File: src/rtl/alu_pipe_pkg.sv
// Shared opcodes, flag bit positions and FSM states for the pipelined ALU.
package alu_pipe_pkg;

    localparam logic [2:0] OP_ADD   = 3'd0;
    localparam logic [2:0] OP_SUB   = 3'd1;
    localparam logic [2:0] OP_SHIFT = 3'd2;
    localparam logic [2:0] OP_AND   = 3'd3;
    localparam logic [2:0] OP_ORR   = 3'd4;
    localparam logic [2:0] OP_XOR   = 3'd5;
    localparam logic [2:0] OP_XNOR  = 3'd6;
    localparam logic [2:0] OP_MUL   = 3'd7;

    localparam int FLG_NEG  = 3;
    localparam int FLG_POS  = 2;
    localparam int FLG_ZERO = 1;
    localparam int FLG_OVF  = 0;

    typedef enum logic {
        ST_IDLE = 1'b0,
        ST_MUL  = 1'b1
    } state_t;

endpackage

File: src/rtl/alu_mul_seq.sv
// Iterative shift-add signed multiplier: one partial product per cycle on operand magnitudes.
module alu_mul_seq #(
    parameter int W = 10
) (
    input  logic           clk_i,
    input  logic           rst_ni,
    input  logic           start_i,
    input  logic [W-1:0]   a_i,
    input  logic [W-1:0]   b_i,
    output logic           done_o,
    output logic [2*W-1:0] product_o
);

    localparam int            CW   = $clog2(W);
    localparam logic [CW-1:0] LAST = CW'(W - 1);

    logic           busy_q, busy_d;
    logic [CW-1:0]  cnt_q, cnt_d;
    logic [2*W-1:0] mcand_q, mcand_d;
    logic [2*W-1:0] acc_q, acc_d;
    logic [W-1:0]   mplr_q, mplr_d;
    logic           neg_q, neg_d;
    logic [W-1:0]   mag_a, mag_b;
    logic [2*W-1:0] acc_sum;

    assign mag_a = a_i[W-1] ? -a_i : a_i;
    assign mag_b = b_i[W-1] ? -b_i : b_i;

    // The last iteration's sum feeds the product directly so it can be registered upstream on that same edge.
    assign acc_sum   = acc_q + (mplr_q[0] ? mcand_q : '0);
    assign done_o    = busy_q && (cnt_q == LAST);
    assign product_o = neg_q ? -acc_sum : acc_sum;

    always_comb begin
        busy_d  = busy_q;
        cnt_d   = cnt_q;
        mcand_d = mcand_q;
        acc_d   = acc_q;
        mplr_d  = mplr_q;
        neg_d   = neg_q;
        if (start_i) begin
            busy_d  = 1'b1;
            cnt_d   = '0;
            mcand_d = {{W{1'b0}}, mag_a};
            acc_d   = '0;
            mplr_d  = mag_b;
            neg_d   = a_i[W-1] ^ b_i[W-1];
        end else if (busy_q) begin
            acc_d   = acc_sum;
            mcand_d = mcand_q << 1;
            mplr_d  = mplr_q >> 1;
            cnt_d   = cnt_q + CW'(1);
            if (done_o) begin
                busy_d = 1'b0;
            end
        end
    end

    always_ff @(posedge clk_i or negedge rst_ni) begin
        if (!rst_ni) begin
            busy_q  <= 1'b0;
            cnt_q   <= '0;
            mcand_q <= '0;
            acc_q   <= '0;
            mplr_q  <= '0;
            neg_q   <= 1'b0;
        end else begin
            busy_q  <= busy_d;
            cnt_q   <= cnt_d;
            mcand_q <= mcand_d;
            acc_q   <= acc_d;
            mplr_q  <= mplr_d;
            neg_q   <= neg_d;
        end
    end

endmodule

File: src/rtl/alu_pipe.sv
// Registered ALU with valid/ready handshake, iterative MUL, optional saturation and sticky overflow.
module alu_pipe
    import alu_pipe_pkg::*;
#(
    parameter int W         = 10,
    parameter bit SHR_ARITH = 1'b0
) (
    input  logic         i_clk,
    input  logic         i_rst_n,
    input  logic         i_valid,
    output logic         o_ready,
    input  logic [W-1:0] i_data,
    input  logic [W-1:0] i_arg0,
    input  logic [W-1:0] i_arg1,
    input  logic [2:0]   i_oper,
    input  logic         i_imm,
    input  logic         i_sat,
    output logic         o_valid,
    input  logic         i_ready,
    output logic [W-1:0] o_result,
    output logic [3:0]   o_flag,
    output logic         o_ovf_sticky,
    input  logic         i_clr_sticky
);

    localparam logic [W-1:0] MAX_V = {1'b0, {(W-1){1'b1}}};
    localparam logic [W-1:0] MIN_V = {1'b1, {(W-1){1'b0}}};
    localparam logic [W-1:0] W_V   = W'(W);

    state_t         state_q, state_d;
    logic           valid_q, valid_d;
    logic [W-1:0]   result_q, result_d;
    logic [3:0]     flag_q, flag_d;
    logic           sticky_q, sticky_d;
    logic           sat_q, sat_d;

    logic           accept, mul_start, mul_done, load;
    logic [W-1:0]   op_a, op_b, sum, diff, shamt;
    logic           a_pos, a_neg, b_pos, b_neg;
    logic [W-1:0]   alu_res;
    logic           alu_ovf, alu_pos;
    logic [2*W-1:0] mul_prod;
    logic           mul_ovf;
    logic [W-1:0]   raw_res, fin_res;
    logic           sel_ovf, sel_pos, sel_sat;

    assign o_ready      = (state_q == ST_IDLE) && (!valid_q || i_ready);
    assign accept       = i_valid && o_ready;
    assign mul_start    = accept && (i_oper == OP_MUL);
    assign o_valid      = valid_q;
    assign o_result     = result_q;
    assign o_flag       = flag_q;
    assign o_ovf_sticky = sticky_q;

    assign op_a  = i_imm ? i_data : i_arg0;
    assign op_b  = i_arg1;
    assign sum   = op_a + op_b;
    assign diff  = op_a - op_b;
    assign shamt = op_b[W-1] ? -op_b : op_b;
    assign a_neg = op_a[W-1];
    assign a_pos = !op_a[W-1] && (|op_a);
    assign b_neg = op_b[W-1];
    assign b_pos = !op_b[W-1] && (|op_b);

    alu_mul_seq #(.W(W)) u_mul (
        .clk_i     (i_clk),
        .rst_ni    (i_rst_n),
        .start_i   (mul_start),
        .a_i       (op_a),
        .b_i       (op_b),
        .done_o    (mul_done),
        .product_o (mul_prod)
    );

    // Product fits in W bits only when its top W+1 bits are a pure sign extension.
    assign mul_ovf = !((&mul_prod[2*W-1:W-1]) || !(|mul_prod[2*W-1:W-1]));

    always_comb begin
        alu_res = '0;
        alu_ovf = 1'b0;
        alu_pos = 1'b0;
        case (i_oper)
            OP_ADD: begin
                alu_res = sum;
                alu_ovf = (a_pos && b_pos && sum[W-1]) ||
                          (a_neg && b_neg && !sum[W-1] && (|sum));
                alu_pos = a_pos;
            end
            OP_SUB: begin
                alu_res = diff;
                alu_ovf = (a_pos && b_neg && diff[W-1]) ||
                          (a_neg && b_pos && !diff[W-1] && (|diff));
                alu_pos = a_pos;
            end
            OP_SHIFT: begin
                if (op_b == '0) begin
                    alu_res = op_a;
                end else if (!op_b[W-1]) begin
                    alu_res = (shamt >= W_V) ? '0 : (op_a << shamt);
                end else if (shamt >= W_V) begin
                    // The most negative count also lands here: its magnitude is 2^(W-1).
                    alu_res = (SHR_ARITH && op_a[W-1]) ? '1 : '0;
                end else if (SHR_ARITH) begin
                    alu_res = $signed(op_a) >>> shamt;
                end else begin
                    alu_res = op_a >> shamt;
                end
            end
            OP_AND:  alu_res = op_a & op_b;
            OP_ORR:  alu_res = op_a | op_b;
            OP_XOR:  alu_res = op_a ^ op_b;
            OP_XNOR: alu_res = ~(op_a ^ op_b);
            default: alu_res = '0;
        endcase
    end

    always_comb begin
        raw_res = alu_res;
        sel_ovf = alu_ovf;
        sel_pos = alu_pos;
        sel_sat = i_sat;
        if (mul_done) begin
            raw_res = mul_prod[W-1:0];
            sel_ovf = mul_ovf;
            sel_pos = !mul_prod[2*W-1];
            sel_sat = sat_q;
        end
        fin_res = (sel_sat && sel_ovf) ? (sel_pos ? MAX_V : MIN_V) : raw_res;
    end

    assign load = (accept && (i_oper != OP_MUL)) || mul_done;

    always_comb begin
        state_d  = state_q;
        valid_d  = valid_q;
        result_d = result_q;
        flag_d   = flag_q;
        sticky_d = sticky_q;
        sat_d    = sat_q;
        case (state_q)
            ST_IDLE: if (mul_start) state_d = ST_MUL;
            ST_MUL:  if (mul_done)  state_d = ST_IDLE;
            default: state_d = ST_IDLE;
        endcase
        if (mul_start) begin
            sat_d = i_sat;
        end
        if (load) begin
            valid_d          = 1'b1;
            result_d         = fin_res;
            flag_d[FLG_NEG]  = fin_res[W-1];
            flag_d[FLG_POS]  = !fin_res[W-1] && (|fin_res);
            flag_d[FLG_ZERO] = !(|fin_res);
            flag_d[FLG_OVF]  = sel_ovf;
        end else if (i_ready) begin
            valid_d = 1'b0;
        end
        // A new overflow outranks a simultaneous clear request.
        if (load && sel_ovf) begin
            sticky_d = 1'b1;
        end else if (i_clr_sticky) begin
            sticky_d = 1'b0;
        end
    end

    always_ff @(posedge i_clk or negedge i_rst_n) begin
        if (!i_rst_n) begin
            state_q  <= ST_IDLE;
            valid_q  <= 1'b0;
            result_q <= '0;
            flag_q   <= 4'b0000;
            sticky_q <= 1'b0;
            sat_q    <= 1'b0;
        end else begin
            state_q  <= state_d;
            valid_q  <= valid_d;
            result_q <= result_d;
            flag_q   <= flag_d;
            sticky_q <= sticky_d;
            sat_q    <= sat_d;
        end
    end

endmodule

File: config.mk
export PLATFORM = sky130hd
export DESIGN_NAME = alu_pipe
export DESIGN_NICKNAME = d
export VERILOG_FILES = /design/src/rtl/alu_pipe_pkg.sv /design/src/rtl/alu_mul_seq.sv /design/src/rtl/alu_pipe.sv
export SDC_FILE = /design/constraint.sdc
export NUM_CORES = 1
export LEC_CHECK = 0
export CAP_MARGIN = 20
export CORE_ASPECT_RATIO = 1.2
export CORE_UTILIZATION = 55
export DETAILED_ROUTE_END_ITERATION = 12
export PLACE_DENSITY_LB_ADDON = 0.25
export SYNTH_ARGS = -nofsm -noshare
export SYNTH_HDL_FRONTEND = slang
export SYNTH_SLANG_ARGS = --single-unit
File: constraint.sdc
create_clock -name i_clk -period 5.49 [get_ports i_clk]
set_input_delay 1.098 -clock i_clk [delete_from_list [all_inputs] [get_ports i_clk]]
set_output_delay 1.098 -clock i_clk [all_outputs]
set_load 0.01 [all_outputs]
---- After elaboration in Yosys (flattened, before gate mapping) ----
Index checks and enable logic that the tools add are counted.
word-level totals
  word-level logic and storage cells ...... 120
  bits in registers ....................... 74
  output and inout bits ................... 17
operators by class
  shift-type cells ........................ 2
  mux-type cells .......................... 35
  bitwise operators ....................... 6
  magnitude comparators ................... 1
  equal/unequal tests ..................... 9
  reductions and logical operators ........ 48
  add/sub/neg operators ................... 7
operator list
  kind                 count
  $mux 10              12
  $mux 20              6
  $pmux 10 s7          1
  $reduce_or 10->1     5
  $add 20x20->20       1
  $logic_and 1x1->1    20
  $neg 10->10          2
  $neg 20->20          1
  $eq 3x3->1 const B   4
  $mux 1               12
  $reduce_and 11->1    1
  $reduce_or 11->1     1
  $add 10x10->10       1
  $and 10x10->10       1
  $ge 10x4->1 const B  1
  $logic_not 1->1      10
  $logic_not 10->1     1
  $not 10->10          1
  $or 10x10->10        1
  $shl 10x10->10       1
  $shr 10x10->10       1
  $sub 10x10->10       1
  $xor 10x10->10       1
  $mux 4               2
  12 further kinds     20

---- Depth between registers and ports, before layout ----
Gate-level depths: netlist of the first run.
  depth after elaboration ................. 13
  mapped depth ............................ 19
  depth with buffers taken out ............ 16

---- By module ----
From an unflattened synthesis of the first run, not the netlist that was laid out.
unflattened totals
  cells, all modules ...................... 1080
  area, all modules ....................... 8787.2 µm²
by module, submodules not included
  module       cells each  area each (µm²)  sequential area each (µm²)  times used
  alu_mul_seq  518         4403.0           1401.3                      1
  alu_pipe     562         4384.2           425.4                       1

---- Worst setup path after synthesis of the first run ----
OpenSTA, ideal clock, no wires.
  kind .................................... input to register
  start ................................... input port i_imm
  end ..................................... register result_q[6], in the netlist o_result[6]
  setup slack ............................. -128 ps
  arrival ................................. 5496 ps
  buffers on the path ..................... 2
  data required time ...................... 5368 ps
  library setup time ...................... 122 ps
  stages .................................. 16
  cell sequence ........................... clkbuf_1 -> mux2i_1 -> inv_1 -> ha_1 -> fa_1 -> a211oi_1 -> o21bai_1 -> a21oi_1 -> o21ai_0 -> xnor2_1 -> or4b_2 -> a22oi_1 -> a21bo_2 -> clkbuf_1 -> or3b_1 -> a32o_1
between the ends
  word-level cells in the longest chain between the ends .. 10
ends and longest elaborated chain
  item                                                    RTL line         text
  start: declaration                                      alu_pipe.sv:16   input logic i_imm,
  $mux 10 *                                               alu_pipe.sv:55   assign op_a = i_imm ? i_data : i_arg0;
  branches (longest 8 deep; another with $sub 10x10->10)  n/a
  $mux 10 *                                               alu_pipe.sv:128  fin_res = (sel_sat && sel_ovf) ? (sel_pos ? MAX_V : MIN_V) : raw_res;
  end signal: assignment                                  alu_pipe.sv:177  result_q <= result_d;
  end: declaration                                        alu_pipe.sv:32   logic [W-1:0] result_q, result_d;
Every way passes the cells marked *.
A chain may end at the register's enable or synchronous reset.

---- Worst setup path after layout of the first run ----
  start ................................... register u_mul.mplr_q[0]
  end ..................................... register result_q[6], in the netlist o_result[6]
between the ends
  word-level cells in the longest chain between the ends .. 11
ends and longest elaborated chain
  item                      RTL line           text
  start: declaration        alu_mul_seq.sv:21  logic [W-1:0] mplr_q, mplr_d;
  start signal: assignment  alu_mul_seq.sv:72  mplr_q <= mplr_d;
  $mux 20 *                 alu_mul_seq.sv:30  assign acc_sum = acc_q + (mplr_q[0] ? mcand_q : '0);
  $add 20x20->20 *          alu_mul_seq.sv:30
  $neg 20->20               alu_mul_seq.sv:32  assign product_o = neg_q ? -acc_sum : acc_sum;
  $mux 20 *                 alu_mul_seq.sv:32
  $reduce_or 11->1          alu_pipe.sv:76     assign mul_ovf = !((&mul_prod[2*W-1:W-1]) || !(|mul_prod[2*W-1:W-1]));
  $logic_not 1->1           alu_pipe.sv:76
  $logic_or 1x1->1          alu_pipe.sv:76
  $logic_not 1->1           alu_pipe.sv:76
  $mux 1                    alu_pipe.sv:122    if (mul_done) begin
  $logic_and 1x1->1         alu_pipe.sv:128
  $mux 10 *                 alu_pipe.sv:128
Mark *: on every way between the ends. The rest lies on a longest branch, timed or not.

==> results_dict.tcl, run 1 <==
set metrics [dict create \
    wl_mm 26.24 \
    die_w_um 115.6 \
    yosysSeqAreaShare 0.2146 \
    area_growth_pct 16.14 \
    grt_pass1_vias 8563 \
    n_antenna_cell 0 \
    tightest_slew_ns 0.9420 \
    coreArea_um2 15080 \
    start_util 0.5643 \
    synth_compound_area_frac 0.2748 \
    cts_tree "done" \
    r2r_cells 15 \
    cp_slowest_cell "or4_1" \
    status "completed" \
    period_share 0.9414 \
    drc 0 \
    yosys.area.top_type "dfrtp_1" \
    synth_area_leaders "dfrtp_1 (21%), ha_1 (7.9%), mux2i_1 (7.6%)" \
    grt_pass1_wl_mm 42.92 \
    vias 8725 \
    syn_avg_cell_area_um2 7.851 \
    synth.most_common_cell "nor2_1" \
    htree_levels 3 \
    detail-route-antenna-nets 0 \
    cp.required_ns 5.73 \
    drv_cap 0 \
    die_area_um2 15980 \
    antenna_found_initial 0 \
    clockRootBuffer "clkbuf_16" \
    fin_nets 1246 \
    cp.arrival_ns 5.40 \
    cp_max_fo 11 \
    peakVddDrop_mv 0.2005 \
    holdPathEnd "o_result[1]$_DFFE_PN0P_" \
    num-fill-cells 1301 \
    synth_top_family_by_area "compound AO/OA/AOI/OAI gates" \
    syn-instance-count 1084 \
    grt_max_degree 74 \
    setup_violations 0 \
    syn_area_um2 8511 \
    synth-seq-cells 73 \
    grt-ovfl-total 0 \
    synth_common_cells "nor2_1 (105), nand2_1 (98), o21ai_0 (75)" \
    seq_area_um2 1828 \
    synth.top_cell.area_share 0.2146 \
    crit_buf_inv 0 \
    io_pins 57 \
    hold_viol_final 0 \
    endpoint_kind "register" \
    viasPerCell 6.425 \
    holdPathStages 2 \
    dp_hpwl_mm 20.20 \
    grt_use_total 0.3395 \
    cts_hold_buf 0 \
    regToRegEndpoint "o_result[6]$_DFFE_PN0P_" \
    multi_input_area_um2 6259 \
    synth_cell_types 91 \
    ys_warn_count 0 \
    hp-class "reg2reg" \
    rsz0062_at_grt "no" \
    slew_viol_final 0 \
    synthAdderAreaFrac 0.08645 \
    synthSimpleGateAreaFrac 0.2186 \
    startpoint_type "register" \
    synthXorXnorAreaFrac 0.05851 \
    die_h_um 138.3 \
    critPathKind "reg2reg" \
    rows 49 \
    utilization 0.6554 \
    drtIter0Drc 730 \
    postCtsSetupBuffers 0 \
    skew_ns 0.01082 \
    path_cells "and2_1, ha_1, fa_1, a21o_1, a221oi_4, nor4_2, nor4_4, nor2_1, mux2_2, or3_1, or4_1, o41ai_2, o21ai_1, or3b_1, a32o_1" \
    fin_cells 1358 \
    drive_gt1_frac 0.1040 \
    port_buffers 56 \
    clk_pin_slew_ns 0.07 \
    min-delay-start "o_result[1]$_DFFE_PN0P_" \
    placedCellCount 1342 \
    min_period_ns 5.168 \
    slew_headroom 0.3720 \
    clock_latency_ns 0.34 \
    dr.pass1.iters 6 \
    cts_buffer_depth 2 \
    synth_fp_nets 1181 \
    fin_total_pwr_mw 3.863 \
    synth_edf_count 0 \
    power_density_nw_per_um2 390.8 \
    synthArstFlopShare 1.000 \
    muxShareOfSynthArea 0.09365 \
    fmax_mhz 193.5 \
    synthFlopType "dfrtp_1" \
    clkSinkCount 73 \
    path_delay_family "simple AND/OR/NAND/NOR gates" \
    cts_inserted_buffers 9 \
    wl_per_cell_um 19.32 \
    gp_congestion 1.026 \
    p_leak_nw 4.237 \
    rr_startpoint "u_mul.mplr_q[0]$_DFFE_PN0P_" \
    finalSetupTns_ns 0 \
    cp_slowest_stage_delay_ns 0.58 \
    r2r_setup_slack_ns 0.32 \
]
[power breakdown]
part,total (mW),internal (mW),switching (mW)
clock network,0.660,0.414,0.246
logic,2.25,0.978,1.27
registers,0.953,0.747,0.206
[flip-flops by register name, summed over array words and instances, names as in the netlist]
name           count
state_q            1
o_ovf_sticky       1
u_mul.mplr_q      10
u_mul.neg_q        1
sat_q              1
o_result          10
u_mul.cnt_q        4
u_mul.mcand_q     20
u_mul.acc_q       20
o_flag             3
o_valid            1
u_mul.busy_q       1
[logic make-up (layout without fill, tap and decap cells)]
group	Yosys count	in the layout
buffers and inverters	110	180
XOR/XNOR	56	56
AND/OR/NAND/NOR	372	372
AO/OA/AOI/OAI	342	342
adder cells (fa/ha/maj)	57	57
multiplexers	74	74
flip-flops	73	73
[cell usage in the layout (no fill, tap or decap), types with 23 or more instances in the layout]
master	count
a211oi_1	23
a21oi_1	70
and2_1	28
buf_4	68
clkdlybuf4s50_1	55
dfrtp_1	72
ha_1	54
inv_1	38
mux2i_1	62
nand2_1	98
nor2_1	104
o21ai_0	75
xnor2_1	43
[through the flow]
stage	hold WS (ns)	cell area, um^2	setup WS, ns
CTS	0.4862	9879	0.3385
global route	0.5191	9884	0.08725
floorplan	0.4455	8519	0.2115
detailed placement	0.4715	9552	-0.01044
global placement	0.4571	9552	0.08819
finish	0.4809	9884	0.3215
[layout make-up]
cell class                 instances  share of cell area
sequential                        73              0.1849
inverter                          41             0.01557
tap                              204             0.02582
clock inverter                     5            0.008608
timing repair buffer             123              0.1073
clock buffer                      11             0.02456
multi-input combinational        901              0.6332
[worst reg2reg max path: cells and delay by family (launching register included)]
kind / cells / cell delay [ns]
flops: 1 / 0.48
simple gates: 7 / 2.14
fa+ha+maj: 2 / 0.65
compound gates: 5 / 1.50
mux: 1 / 0.29
[how the worst max path moves through the flow]
stage	from	to	slack, ns	cells past startpoint
floorplan	i_imm	o_result[6]$_DFFE_PN0P_	0.21	16
finish	u_mul.mplr_q[0]$_DFFE_PN0P_	o_result[6]$_DFFE_PN0P_	0.32	15
CTS	i_imm	o_flag[2]$_DFFE_PN0P_	0.34	17
global route	u_mul.mplr_q[0]$_DFFE_PN0P_	o_result[6]$_DFFE_PN0P_	0.09	15
detailed placement	i_imm	o_flag[2]$_DFFE_PN0P_	-0.01	17
global placement	i_imm	o_flag[2]$_DFFE_PN0P_	0.09	17
[what timing repair did]
item / in CTS / in global routing
setup endpoints to repair: 0 / 2
gates resized for setup: 0 / 2
endpoints found under the hold margin: 0 / 0
[layer usage]
layer / track usage / wire length, um / up-vias
met5: 0 / 0 / -
met2: 0.6070 / 13380 / 340
met3: 0.03770 / 1285 / 82
met1: 0.3840 / 10100 / 4153
met4: 0.1934 / 1466 / 0
li1: - / - / 4150
Note: power is estimated with default switching activity, not from simulation.
==> run 2: changes to the inputs <==
MAX_ROUTING_LAYER = met4   (was unset)
==> run 2 against run 1 <==
Sequential share of layout area increased by 0.099 points. Sequential power up 0.5%. Clock power is 15% lower. Hold slack got worse by 0.0052 ns. Setup slack got worse by 0.066 ns. Cell area fell by 0.53%. Via count hardly changed. Die area stayed put. Critical endpoint unchanged.
==> results_dict.tcl, run 2 (synthesis gave the netlist of run 1 again) <==
set metrics [dict create \
    status "completed" \
    skew_ns 0.009728 \
    place_area_um2 9552 \
    n_antenna_cell 0 \
    dr.pass1.iters 5 \
    critPathKind "reg2reg" \
    met2_usage 0.5767 \
    p_leak_nw 4.212 \
    drive_gt1_frac 0.1031 \
    die_h_um 138.3 \
    cts_inserted_buffers 9 \
    use_met3 0.03814 \
    wl_mm 25.63 \
    rows 49 \
    endpoint_kind "register" \
    finalSetupTns_ns 0 \
    min_period_ns 5.234 \
    period_share 0.9534 \
    gp_congestion 1.035 \
    fmax_mhz 191.0 \
    crit_end "o_result[6]$_DFFE_PN0P_" \
    dp_hpwl_mm 20.11 \
    drtIter0Drc 818 \
    layout_common_cells "nor2_1 (104), nand2_1 (98), o21ai_0 (75), dfrtp_1 (72), a21oi_1 (70)" \
    grt_pass1_wl_mm 41.68 \
    slew_viol_final 0 \
    clk_pin_slew_ns 0.06 \
    htree_levels 3 \
    antenna_found_initial 0 \
    grt_max_degree 74 \
    num-fill-cells 1374 \
    p_sw_mw 1.699 \
    sw_frac_of_total 0.4538 \
    die_area_um2 15980 \
    rsz0062_at_grt "no" \
    fin_nets 1246 \
    combPwrFrac 0.594 \
    cp_max_fo 11 \
    tightest_slew_ns 0.9264 \
    cts_tree "done" \
    postCtsSetupBuffers 0 \
    r2r_cells 15 \
    vias 8719 \
    pwr-share-seq 0.256 \
    hp-class "reg2reg" \
    top_regs "u_mul.acc_q x20, u_mul.mcand_q x20" \
    area_growth_pct 15.52 \
    hold_viol_final 0 \
    met1_usage 0.3787 \
    die_w_um 115.6 \
    peakVddDrop_mv 0.2054 \
    clockRootBuffer "clkbuf_16" \
    coreArea_um2 15080 \
    drc 0 \
    slew_headroom 0.3824 \
    grt_use_total 0.3404 \
    power_density_nw_per_um2 380.9 \
    wl_per_cell_um 18.87 \
    clock_latency_ns 0.34 \
    io_pins 57 \
    final_common_cell "nor2_1" \
    cp.required_ns 5.72 \
    start_util 0.5643 \
    internal_power_mw 2.046 \
    detail-route-antenna-nets 0 \
    clkSinkCount 73 \
    grt_pass1_vias 8443 \
    r2r_setup_slack_ns 0.26 \
    cts_hold_buf 0 \
    port_buffers 56 \
    startpoint_type "register" \
    cp.arrival_ns 5.46 \
    startpoint "u_mul.mplr_q[0]$_DFFE_PN0P_" \
    regToRegEndpoint "o_result[6]$_DFFE_PN0P_" \
    drv_cap 0 \
    grt_busiest_layer "met2" \
    design_area_um2 9832 \
    setup_violations 0 \
    ctsResizeCount 0 \
    clockPowerShare 0.150 \
    cts_buffer_depth 2 \
    grt-ovfl-total 0 \
    rr_startpoint "u_mul.mplr_q[0]$_DFFE_PN0P_" \
    viasPerCell 6.420 \
]
[run 2: cell count changes in the layout (fill, tap and decap cells not counted)]
cell / previous run / this run
bufinv_16: 2 / 0
a21boi_0: 3 / 4
a21boi_1: 3 / 2
a22oi_1: 7 / 8
a22oi_2: 1 / 0
clkinv_2: 0 / 1
clkinvlp_4: 1 / 2
[run 2: per-layer routing]
layer,share of wire,routed length [um]
met4,0.063,1603
met1,0.39,10040
met2,0.50,12850
met3,0.044,1136
met5,0,0
[run 2: power groups by stage]
| stage | clock network [mW] | registers [mW] | logic, mW |
|---|---|---|---|
| after floorplan | 0 | 0.881 | 1.67 |
| after global routing | 0.593 | 0.991 | 2.45 |
| after detailed placement | 0 | 0.965 | 2.20 |
| final | 0.563 | 0.958 | 2.22 |
| after CTS | 0.569 | 0.958 | 2.21 |
| after global placement | 0 | 0.959 | 2.17 |
[run 2: cell type report]
cell class              count  area (um^2)  area share
repair buffers            123         1061      0.1079
well taps                 204        255.2     0.02596
clock inverters             5        37.54    0.003818
inverters                  41        153.9     0.01565
flip-flops and latches     73         1828      0.1859
multi-input cells         901         6254      0.6360
clock buffers              11        242.7     0.02469
[run 2: critical path: stages (launching register included)]
cell and delay, ns:
dfrtp_1 0.50, and2_1 0.23, ha_1 0.23, fa_1 0.42, a21o_1 0.25, a221oi_4 0.43, nor4_2 0.10, nor4_4 0.39
a21boi_0 0.51, a31oi_1 0.19, xnor2_1 0.15, or4_1 0.53, o41ai_2 0.39, o21ai_1 0.16, or3b_1 0.39, a32o_1 0.26
[run 2: worst min-delay path by stage]
stage / from / end / slack, ns / depth (start not counted)
after floorplan: sat_q$_DFFE_PN0P_ / sat_q$_DFFE_PN0P_ / 0.45 / 2
after global placement: sat_q$_DFFE_PN0P_ / sat_q$_DFFE_PN0P_ / 0.46 / 2
after detailed placement: sat_q$_DFFE_PN0P_ / sat_q$_DFFE_PN0P_ / 0.46 / 2
after CTS: sat_q$_DFFE_PN0P_ / sat_q$_DFFE_PN0P_ / 0.48 / 2
after global routing: o_result[2]$_DFFE_PN0P_ / o_result[2]$_DFFE_PN0P_ / 0.51 / 2
final: sat_q$_DFFE_PN0P_ / sat_q$_DFFE_PN0P_ / 0.48 / 2
[run 2: per-stage QoR]
stage               worst slack, ns  hold WS (ns)    util  power, mW  cells
floorplan                    0.2115        0.4455       -      2.551   1084
global placement             0.1223        0.4569  0.6333      3.128   1342
detailed placement          0.02522        0.4632  0.6333      3.167   1342
CTS                          0.3099        0.4770  0.6519      3.740   1358
global route                0.03339        0.5115  0.6519      4.037   1358
finish                       0.2557        0.4757  0.6519      3.745   1358
==> variant 1 (settings of run 1) <==
`W` is set to 10 in 2 places; all go to 5.
--- a/src/rtl/alu_mul_seq.sv
+++ b/src/rtl/alu_mul_seq.sv
@@ -1,5 +1,5 @@
 // Iterative shift-add signed multiplier: one partial product per cycle on operand magnitudes.
 module alu_mul_seq #(
-    parameter int W = 10
+    parameter int W = 5
 ) (
     input  logic           clk_i,
--- a/src/rtl/alu_pipe.sv
+++ b/src/rtl/alu_pipe.sv
@@ -3,5 +3,5 @@
     import alu_pipe_pkg::*;
 #(
-    parameter int W         = 10,
+    parameter int W         = 5,
     parameter bit SHR_ARITH = 1'b0
 ) (
Interface: changed (resized i_arg0, i_arg1, i_data and o_result); port bits go from 57 to 37. No check against the original RTL was run, so the function may have changed too.
==> variant 1 against run 1 <==
- routed wire length decreased by 61%
- worst setup slack improved by 360 ps
- via count decreased by 56%
- core utilization decreased by 2.1 points
- clock power decreased by 68%
- critical path depth decreased by 1
- synthesized area decreased by 52%
- final cell count decreased by 55%
- sequential cell count decreased by 31
- fmax increased by 7.5%
- largest power group unchanged
- design area decreased by 54%
- total power decreased by 51%
- global-route usage decreased by 5.8 points
==> variant 1: results (changes against run 1) <==
status=finished clean (unchanged); Max Fclk=207.9 MHz (was 193.5 MHz); Cell Area, Placed=0.004497 sq mm (was 0.009552 sq mm); slowest stage cell, crit path=clkdlybuf4s50_1 (was or4_1); Top delay family on crit path=compound AO/OA/AOI/OAI gates (was simple AND/OR/NAND/NOR gates); H-tree depth=2 (was 3); fin area=0.004588 sq mm (was 0.009884 sq mm); vias after detailed routing=3812 (was 8725); LEAKAGE=1.965 nW (was 4.237 nW); CP peak stage delay=620 ps (was 580 ps); CP max FO=7 (was 11); clock latency at the later pin of the worst-skew pair=290 ps (was 340 ps); top cells by area, synth=dfrtp_1 (26%), ha_1 (8.5%), mux2i_1 (7.6%) (was dfrtp_1 (21%), ha_1 (7.9%), mux2i_1 (7.6%)); Regs by FF count=u_mul.acc_q x10, u_mul.mcand_q x10 (was u_mul.acc_q x20, u_mul.mcand_q x20); synth unique cells=75 (was 91); Worst-Margin Slew=948.5 ps (was 942.0 ps); Total GRT Usage=28.10% (was 33.95%); first-pass GRT wire length=17310 um (was 42920 um); initial DRC count=251 (was 730); # diodes=0 (unchanged); placed wire-length estimate=7789 um (was 20200 um); critical path launch point type=input port (was flip-flop); Commonest cells post-synth=nor2_1 (50), nand2_1 (44), dfrtp_1 (42) (was nor2_1 (105), nand2_1 (98), o21ai_0 (75)); multiplexer share of the synthesized area=9.817% (was 9.365%); peak supply drop=237.5 uV (was 200.5 uV); worst setup path endpoint=o_flag[2]$_DFFE_PN0P_ (was o_result[6]$_DFFE_PN0P_); gp weighted congestion=0.9641 (was 1.026); Reg2Reg Depth=11 (was 15); Adder-Cell Fraction of Synth Area=10.00% (was 8.645%); Synth Area in Compound Gates=24.18% (was 27.48%); # nets final=576 (was 1246); setup slack, reg-to-reg=1250 ps (was 320 ps); net count after synthesis=558 (was 1181); Placement Setup Slack=396.6 ps (was -10.44 ps); Seq/Total Area, Yosys=25.61% (was 21.46%); TritonCTS Buffers=5 (was 9); Worst Path Arrival=4990 ps (was 5400 ps); clock tree root buffer cell=clkbuf_8 (was clkbuf_16); Routed WL per cell=16.82 um (was 19.32 um); Initial DRT Pass Iterations=5 (was 6); Post-Synth XOR/XNOR Area=5.122% (was 5.851%)
-- variant 1: power breakdown --
group	switching [mW]	internal (mW)	total [mW]
sequential	0.116	0.440	0.555
combinational	0.631	0.483	1.11
clock	0.108	0.102	0.210
-- variant 1: metrics by stage --
| step | instances | power (mW) |
|---|---|---|
| after floorplan | 502 | 1.372 |
| after global placement | 603 | 1.627 |
| after detailed placement | 603 | 1.660 |
| after CTS | 611 | 1.876 |
| after global routing | 611 | 2.036 |
| final | 611 | 1.879 |
-- variant 1: worst min-delay path by stage --
stage	slack, ps	to	startpoint	cells after the start
floorplan	450	state_q$_DFF_PN0_	state_q$_DFF_PN0_	1
global route	500	state_q$_DFF_PN0_	state_q$_DFF_PN0_	1
detailed placement	470	state_q$_DFF_PN0_	state_q$_DFF_PN0_	1
CTS	490	state_q$_DFF_PN0_	state_q$_DFF_PN0_	1
global placement	460	state_q$_DFF_PN0_	state_q$_DFF_PN0_	1
finish	490	state_q$_DFF_PN0_	state_q$_DFF_PN0_	1
-- variant 1: cell type report --
cell class,instances,area share (%)
inverters,28,2.291
repair buffers,44,9.054
clock inverters,1,0.1091
clock buffers,7,1.882
multi-input cells,399,61.30
well taps,90,2.454
flip-flops and latches,42,22.91
-- variant 1: layer usage --
layer | track usage (%) | up-vias | part of all wire, %
li1 | - | 1864 | -
met1 | 35.99 | 1807 | 42
met2 | 47.25 | 115 | 50
met3 | 2.075 | 26 | 3.8
met4 | 12.77 | 0 | 3.7
met5 | 0 | - | 0
-- variant 1: cell families after synthesis --
| family | count (synthesis) |
|---|---|
| and+or+nand+nor | 163 |
| AOI/OAI and AO/OA | 144 |
| buffers and inverters | 61 |
| DFF | 42 |
| muxes | 37 |
| adders and majority gates | 31 |
| xor gates and xnor gates | 24 |
==> variant 2 (flow settings as in run 1) <==
Made on the original files. Register the output `o_ovf_sticky` once more, without a reset; this adds one clock of latency there. The other outputs are not delayed to match.
--- a/src/rtl/alu_pipe.sv
+++ b/src/rtl/alu_pipe.sv
@@ -51,5 +51,7 @@
     assign o_result     = result_q;
     assign o_flag       = flag_q;
-    assign o_ovf_sticky = sticky_q;
+    always_ff @(posedge i_clk) begin
+        o_ovf_sticky <= sticky_q;
+    end
 
     assign op_a  = i_imm ? i_data : i_arg0;
Formal check against the unedited RTL: not equivalent (Yosys sat finds a counterexample within 4 cycles, from zero or initial values and one cycle with i_rst_n low).
==> variant 2 against run 1 <==
- design area shrank 0.68%
- register-to-register slack gained 110 ps
- sequential share of layout area grew 0.33 points
- worst setup slack lost 37 ps
- synthesized area shrank 1.7%
- sequential cell count grew 1
- first-iteration DRC count shrank 1.2%
- sequential power shrank 0.4%
- total power grew 2.3%
- routed wire length grew 5.4%
==> variant 2: results (changes against run 1) <==
status=finished clean (unchanged); net count after synthesis=1163 (was 1181); Top delay family on crit path=compound AO/OA/AOI/OAI gates (was simple AND/OR/NAND/NOR gates); gp weighted congestion=1.019 (was 1.026); Routed WL per cell=20.54 um (was 19.32 um); initial DRC count=721 (was 730); routed wire length=27640 um (was 26240 um); Placement Setup Slack=-9.680 ps (was -10.44 ps); instance count of the mapped netlist=1066 (was 1084); reg2reg end=o_result[8]$_DFFE_PN0P_ (was o_result[6]$_DFFE_PN0P_); Reg2Reg Depth=16 (was 15); CP max FO=10 (was 11); sequential cell area share=18.82% (was 18.49%); ys async rst share=98.65% (was 100.0%); first-pass GRT wire length=44150 um (was 42920 um); Clock Skews=8.476 ps (was 10.82 ps); Layout clock area frac=3.607% (was 3.316%); top cells by area, synth=dfrtp_1 (22%), ha_1 (8.1%), mux2i_1 (7.2%) (was dfrtp_1 (21%), ha_1 (7.9%), mux2i_1 (7.6%)); fillers=1360 (was 1301); Signal buf overhead=10.94% (was 10.73%); area of the multi-input gates=0.006121 sq mm (was 0.006259 sq mm); number of global-route vias before repair=8519 (was 8563); Total GRT Usage=36.66% (was 33.95%); CLK BUF=12 (was 11); worst setup path endpoint=o_result[7]$_DFFE_PN0P_ (was o_result[6]$_DFFE_PN0P_); layout cells sized above 1=10.95% (was 10.40%); Seq/Total Area, Yosys=22.07% (was 21.46%); placed cell count=1330 (was 1342); Commonest cells post-synth=nor2_1 (124), nand2_1 (89), o21ai_0 (80) (was nor2_1 (105), nand2_1 (98), o21ai_0 (75)); Initial DRT Pass Iterations=7 (was 6); LEAKAGE=4.208 nW (was 4.237 nW); placed wire-length estimate=21420 um (was 20200 um); vias after detailed routing=8613 (was 8725); Setup crit start=i_imm (was u_mul.mplr_q[0]$_DFFE_PN0P_); slowest stage cell, crit path=clkdlybuf4s50_1 (was or4_1); setup slack, reg-to-reg=430 ps (was 320 ps); Max Fclk=192.1 MHz (was 193.5 MHz)
-- variant 2: cell types whose count changed in the layout (fill, tap and decap cells not counted), sizes merged, moves of 6 or more --
cell,delta
a311oi,+8
nor3,+11
nor2,+19
or3,-6
nand2,-9
nor4,-6
o21ai,+9
-- variant 2: cells by family (layout without fill, tap and decap cells) --
| logic type | after synthesis | count (layout) | synth area share, % |
|---|---|---|---|
| simple gates | 373 | 373 | 21.64 |
| compound gates | 324 | 324 | 26.75 |
| buf+inv | 107 | 183 | 5.099 |
| flops | 74 | 74 | 22.07 |
| mux | 68 | 68 | 9.061 |
| xor+xnor | 63 | 63 | 6.594 |
| fa+ha+maj | 57 | 57 | 8.792 |
-- variant 2: report_power, final --
group	total (mW)	switching [mW]	internal, mW
registers	0.949	0.180	0.769
logic	2.31	1.33	0.979
clock network	0.697	0.228	0.469
-- variant 2: worst min path at each step --
stage | start | endpoint | depth (start not counted)
after CTS | sticky_q$_DFFE_PN0P_ | o_ovf_sticky$_DFF_P_ | 0
final | sticky_q$_DFFE_PN0P_ | o_ovf_sticky$_DFF_P_ | 0
after global placement | sticky_q$_DFFE_PN0P_ | o_ovf_sticky$_DFF_P_ | 0
after global routing | sticky_q$_DFFE_PN0P_ | o_ovf_sticky$_DFF_P_ | 0
after floorplan | sticky_q$_DFFE_PN0P_ | o_ovf_sticky$_DFF_P_ | 0
after detailed placement | sticky_q$_DFFE_PN0P_ | o_ovf_sticky$_DFF_P_ | 0
-- variant 2: metal layers --
layer	part of all wire, %	GRT usage [%]	vias up
met5	0	0	-
met4	6.3	23.52	0
met3	4.5	4.296	122
met2	51	66.97	344
met1	38	40.07	4078
li1	-	-	4069
